<file path="src/rtl/spi_cmd_ram.sv">
// rtl/spi_cmd_ram.sv - command-driven word RAM with a valid/ready read-data port
// Optional feature macro: SPI_CMD_RAM_AUTOINC_EN (post-access address auto-increment with wrap)
module spi_cmd_ram #(
    parameter int DATA_W    = 8,
    parameter int MEM_DEPTH = 256
) (
    input  logic              clk,
    input  logic              rst,
    input  logic [DATA_W+1:0] din,
    input  logic              rx_valid,
    input  logic              tx_ready,
    output logic [DATA_W-1:0] dout,
    output logic              tx_valid,
    output logic              busy,
    output logic              cmd_err
);
    localparam int ADDR_W = $clog2(MEM_DEPTH);

    typedef enum logic [1:0] {
        IDLE    = 2'd0,
        RD_PEND = 2'd1,
        TX_HOLD = 2'd2
    } state_t;

    state_t r_state;
    state_t w_next_state;

    logic [DATA_W-1:0] r_mem [MEM_DEPTH];
    logic [ADDR_W-1:0] r_wr_addr;
    logic [ADDR_W-1:0] r_rd_addr;
    logic [DATA_W-1:0] r_dout;
    logic              r_tx_valid;
    logic              r_cmd_err;

    logic [1:0]        w_op;
    logic [DATA_W-1:0] w_payload;
    logic              w_accept;
    logic              w_drop;
    logic              w_addr_ok;
    logic              w_set_wa;
    logic              w_set_ra;
    logic              w_bad_addr;
    logic              w_write;
    logic              w_read_cmd;
    logic              w_pend;
    logic              w_release;

    assign w_op       = din[DATA_W+1:DATA_W];
    assign w_payload  = din[DATA_W-1:0];
    // A command slot opens in IDLE, or in TX_HOLD on the cycle the consumer takes the data
    assign w_accept   = rx_valid && ((r_state == IDLE) || ((r_state == TX_HOLD) && tx_ready));
    assign w_drop     = rx_valid && !w_accept;
    assign w_addr_ok  = ({1'b0, w_payload} < (DATA_W+1)'(MEM_DEPTH));
    assign w_set_wa   = w_accept && (w_op == 2'b00) && w_addr_ok;
    assign w_set_ra   = w_accept && (w_op == 2'b10) && w_addr_ok;
    assign w_bad_addr = w_accept && !w_op[0] && !w_addr_ok;
    assign w_write    = w_accept && (w_op == 2'b01);
    assign w_read_cmd = w_accept && (w_op == 2'b11);
    assign w_pend     = (r_state == RD_PEND);
    assign w_release  = (r_state == TX_HOLD) && tx_ready;

`ifdef SPI_CMD_RAM_AUTOINC_EN
    function automatic logic [ADDR_W-1:0] f_inc(input logic [ADDR_W-1:0] a);
        return (a == ADDR_W'(MEM_DEPTH - 1)) ? '0 : a + 1'b1;
    endfunction
`endif

    always_ff @(posedge clk) begin
        if (rst) begin
            r_state <= IDLE;
        end else begin
            r_state <= w_next_state;
        end
    end

    always_comb begin
        w_next_state = r_state;
        case (r_state)
            IDLE:    if (w_read_cmd) w_next_state = RD_PEND;
            RD_PEND: w_next_state = TX_HOLD;
            TX_HOLD: if (tx_ready) w_next_state = w_read_cmd ? RD_PEND : IDLE;
            default: w_next_state = IDLE;
        endcase
    end

    // Storage is deliberately outside the reset domain so contents survive rst
    always_ff @(posedge clk) begin
        if (!rst && w_write) begin
            r_mem[r_wr_addr] <= w_payload;
        end
    end

    always_ff @(posedge clk) begin
        if (rst) begin
            r_wr_addr  <= '0;
            r_rd_addr  <= '0;
            r_dout     <= '0;
            r_tx_valid <= 1'b0;
            r_cmd_err  <= 1'b0;
        end else begin
            r_cmd_err <= w_drop || w_bad_addr;

            if (w_set_wa) begin
                r_wr_addr <= w_payload[ADDR_W-1:0];
            end
`ifdef SPI_CMD_RAM_AUTOINC_EN
            else if (w_write) begin
                r_wr_addr <= f_inc(r_wr_addr);
            end
`endif

            if (w_set_ra) begin
                r_rd_addr <= w_payload[ADDR_W-1:0];
            end
`ifdef SPI_CMD_RAM_AUTOINC_EN
            else if (w_pend) begin
                r_rd_addr <= f_inc(r_rd_addr);
            end
`endif

            if (w_pend) begin
                r_dout     <= r_mem[r_rd_addr];
                r_tx_valid <= 1'b1;
            end else if (w_release) begin
                r_tx_valid <= 1'b0;
            end
        end
    end

    assign dout     = r_dout;
    assign tx_valid = r_tx_valid;
    assign busy     = (r_state != IDLE);
    assign cmd_err  = r_cmd_err;

endmodule
</file>
<file path="config.mk">
export PLATFORM = sky130hd
export DESIGN_NAME = spi_cmd_ram
export DESIGN_NICKNAME = d
export VERILOG_FILES = /design/src/rtl/spi_cmd_ram.sv
export SDC_FILE = /design/constraint.sdc
export NUM_CORES = 2
export LEC_CHECK = 0
export ABC_CLOCK_PERIOD_IN_PS = 2620
export BUFFER_PORTS_ARGS = -buffer_cell sky130_fd_sc_hd__buf_2
export CAP_MARGIN = 20
export CORE_AREA = 3 3 526 528
export DETAILED_ROUTE_END_ITERATION = 6
export DIE_AREA = 0 0 529 531
export REMOVE_ABC_BUFFERS = 1
export SYNTH_ARGS = -nofsm -noshare
export SYNTH_HDL_FRONTEND = slang
export SYNTH_SLANG_ARGS = --single-unit
</file>
<file path="constraint.sdc">
create_clock -name clk -period 2.62 [get_ports clk]
set_input_delay 0.131 -clock clk [delete_from_list [all_inputs] [get_ports clk]]
set_output_delay 0.131 -clock clk [all_outputs]
set_load 0.005 [all_outputs]
</file>
==> results.py <==
metrics = {
    "run_status": {
        "outcome": "finished with violations",
        "violations": "setup timing",
    },
    "clocking": {
        "htreeDepth": 4,
        "clkSinkCount": 2076,
        "clockRootBuffer": "clkbuf_16",
        "cts_tree": "built",
        "cts_buffers": 201,
        "insertion_delay_ps": 850,
        "clk_pin_slew_worst_paths_ps": 60,
        "clock_path_buffers": 3,
    },
    "timing": {
        "relSlewSlack_pct": 40.8,
        "fin_crit_ps": 2780,
        "fin_crit_sh_pct": 106,
        "final.setup_skew_ps": 69.3,
        "tightest_slew_ps": 888,
        "fin_ws_ps": -160,
        "rsz0062_at_grt": "yes",
        "hold_viol": 0,
        "achievable-frequency_mhz": 360,
        "slew_violations": 0,
        "setup_viol": 8,
    },
    "cells_and_area": {
        "syn2layout_area_growth_pct": 21.6,
        "fin_area_sq_mm": 0.0991,
        "drive_gt1_share_pct": 32.9,
        "regArea_sq_mm": 0.0621,
        "multiInputGateArea_sq_mm": 0.0181,
        "n_fill_cell": 25000,
        "final_nets": 4732,
        "finish.utilization_pct": 36.3,
        "mostFrequentLayoutCells": "edfxtp_1 (2048), buf_4 (657), mux4_2 (338)",
        "stdcell_count": 8484,
        "final_common_cell": "edfxtp_1",
    },
    "yosys": {
        "postSynth.asyncResetShare_pct": 0,
        "yosysTopAreaCellShare_pct": 75.5,
        "postSynthAreaPerCell_sq_um": 20.7,
        "synth_ff_type": "edfxtp_1",
        "synth_area_leader_cell": "edfxtp_1",
        "ys_ff_latch": 2076,
        "ys_seq_area_share_pct": 76.2,
        "synthesis.area_sq_mm": 0.0815,
        "synth.distinct_cells": 75,
        "synthCells": 3936,
        "synth_edf_count": 2048,
        "yosys_warnings": 0,
        "ys_top_cells_by_area": "edfxtp_1 (76%), mux4_2 (9.3%), mux2i_1 (3.4%)",
    },
    "die": {
        "rows": 192,
        "die_h_microns": 531,
        "pin_count": 25,
        "fp.dieW_microns": 529,
        "dieArea_sq_mm": 0.281,
        "core_area_sq_mm": 0.273,
        "start_util_pct": 29.8,
    },
    "grt": {
        "grt_pass1_wl_microns": 313000,
        "grt.total_usage_pct": 15.1,
        "grt_max_degree": 94,
        "grt_antenna_before_repair": 3,
        "grt_pass1_vias": 43100,
        "grt_overflow": 0,
    },
    "detailed_routing": {
        "drt.antenna.violating_nets": 0,
        "wl_per_cell_microns": 25.5,
        "via_per_inst": 5.03,
        "totalWireLength_microns": 216000,
        "drt_iter0_markers": 4643,
        "drc": 0,
        "vias": 42600,
        "dr.pass1.iters": 6,
    },
    "power": {
        "leakagePower_nw": 31.0,
        "p_per_area_mw_per_mm2": 691,
        "vdd_drop_max_v": 0.000674,
        "report.power.total_mw": 68.5,
    },
    "worst_setup_path": {
        "crit_fanout": 14,
        "path_class": "flop to flop",
        "reg2reg_from": "r_rd_addr[0]",
        "reg2reg_depth": 10,
        "cp.arrival_ps": 3520,
        "cp-start-kind": "flop",
        "cp.required_ps": 3360,
        "worst-r2r-setup-slack_ps": -160,
        "cp-end-kind": "flop",
        "reg2reg_to": "dout[2]",
    },
    "worst_hold_path": {
        "holdCritPathClass": "input pin to flop",
        "holdCritStartpoint": "rst",
        "holdPathStages": 5,
        "holdPathEnd": "r_rd_addr[6]",
    },
    "place": {
        "post-place-cells": 8047,
        "place.detailed.hpwl_microns": 140000,
        "placed_area_sq_mm": 0.0909,
        "numPortBuffers": 24,
        "globalplace.congestion": 0.862,
    },
    "run": {
        "drv_cap": 0,
    },
}
final cells by class:
cell class / count / share of cell area [%]
sequential: 2076 / 62.7
multi-input combinational: 1625 / 18.3
timing repair buffer: 812 / 7.69
clock buffer: 236 / 5.25
tap: 3589 / 4.53
clock inverter: 140 / 1.57
inverter: 2 / 0.0126
antenna: 4 / 0.0101
how the worst max path moves through the flow:
stage                      start       to
finish              r_rd_addr[0]  dout[2]
global route        r_rd_addr[0]  dout[7]
CTS                 r_rd_addr[0]  dout[2]
detailed placement  r_rd_addr[0]  dout[3]
global placement    r_rd_addr[1]  dout[3]
floorplan           r_rd_addr[0]  dout[4]
synthesized netlist by cell type (9+ instances only):
cell type  instances
buf_12            40
nand3_1           33
buf_6             16
a22oi_1           47
nor2_1           298
dfxtp_1           28
nor4_1            11
mux4_1            62
buf_2             48
o221ai_2          13
a211oi_1          32
mux2_2            31
buf_4             10
o21ai_0           28
and2_1            12
buf_8              9
nand4_1           11
edfxtp_1        2048
clkbuf_1         104
nand2_1           87
nor2b_1           16
mux4_2           336
mux2i_1          274
o221ai_1          49
nor3_1            18
o22ai_1           90
a21oi_1           56
critical path: stages (launching register included):
cell,delay [ps]
dfxtp_4,400
buf_12,160
buf_16,180
buf_12,120
mux4_2,490
a22oi_1,330
nand3_1,200
a31o_1,340
a41oi_2,240
buf_4,170
o31ai_2,50
layer usage:
layer / GRT usage (%) / wire [microns] / up-vias
li1: - / - / 18000
met1: 20.9 / 91900 / 22800
met2: 24.8 / 105000 / 1520
met3: 2.28 / 13300 / 291
met4: 4.53 / 6370 / 2
met5: 0 / 13 / -
registers in the layout, indices dropped and copies added, names as in the netlist:
register   count
r_state        2
cmd_err        1
r_wr_addr      8
r_mem       2048
r_rd_addr      8
tx_valid       1
dout           8
logic make-up after synthesis:
| logic type | count (synthesis) | synth area share (%) |
|---|---|---|
| buffers and inverters | 235 | 2.27 |
| AO/OA/AOI/OAI | 392 | 3.56 |
| AND/OR/NAND/NOR | 530 | 2.89 |
| multiplexers | 703 | 15.1 |
| flip-flops | 2076 | 76.2 |
report_power, final:
group | switching [mW] | internal (mW) | leakage, nW
Combinational | 1.64 | 1.04 | 9.07
Clock | 12.7 | 16.6 | 3.28
Sequential | 0.0275 | 36.5 | 18.6
Total | 14.4 | 54.1 | 31.0
repair_timing:
item / CTS / global route
resized for setup: 113 / 44
pin swaps: 19 / 10
hold buffers: 14 / 0
hold endpoints to repair: 429 / 0
gates cloned: 8 / 1
endpoints found under the setup margin: 8 / 688
buffers inserted: 30 / 7
per-stage QoR:
step	hold slack, ps	setup TNS (ps)	setup slack, ps
2_1_floorplan	200	-212160	-23190
3_3_place_gp	429	-2820	-468
3_5_place_dp	440	-2720	-477
4_1_cts	70.7	-765	-141
5_1_grt	93.6	-1210	-183
6_report	106	-870	-160
Note: power is estimated with default switching activity, not from simulation.
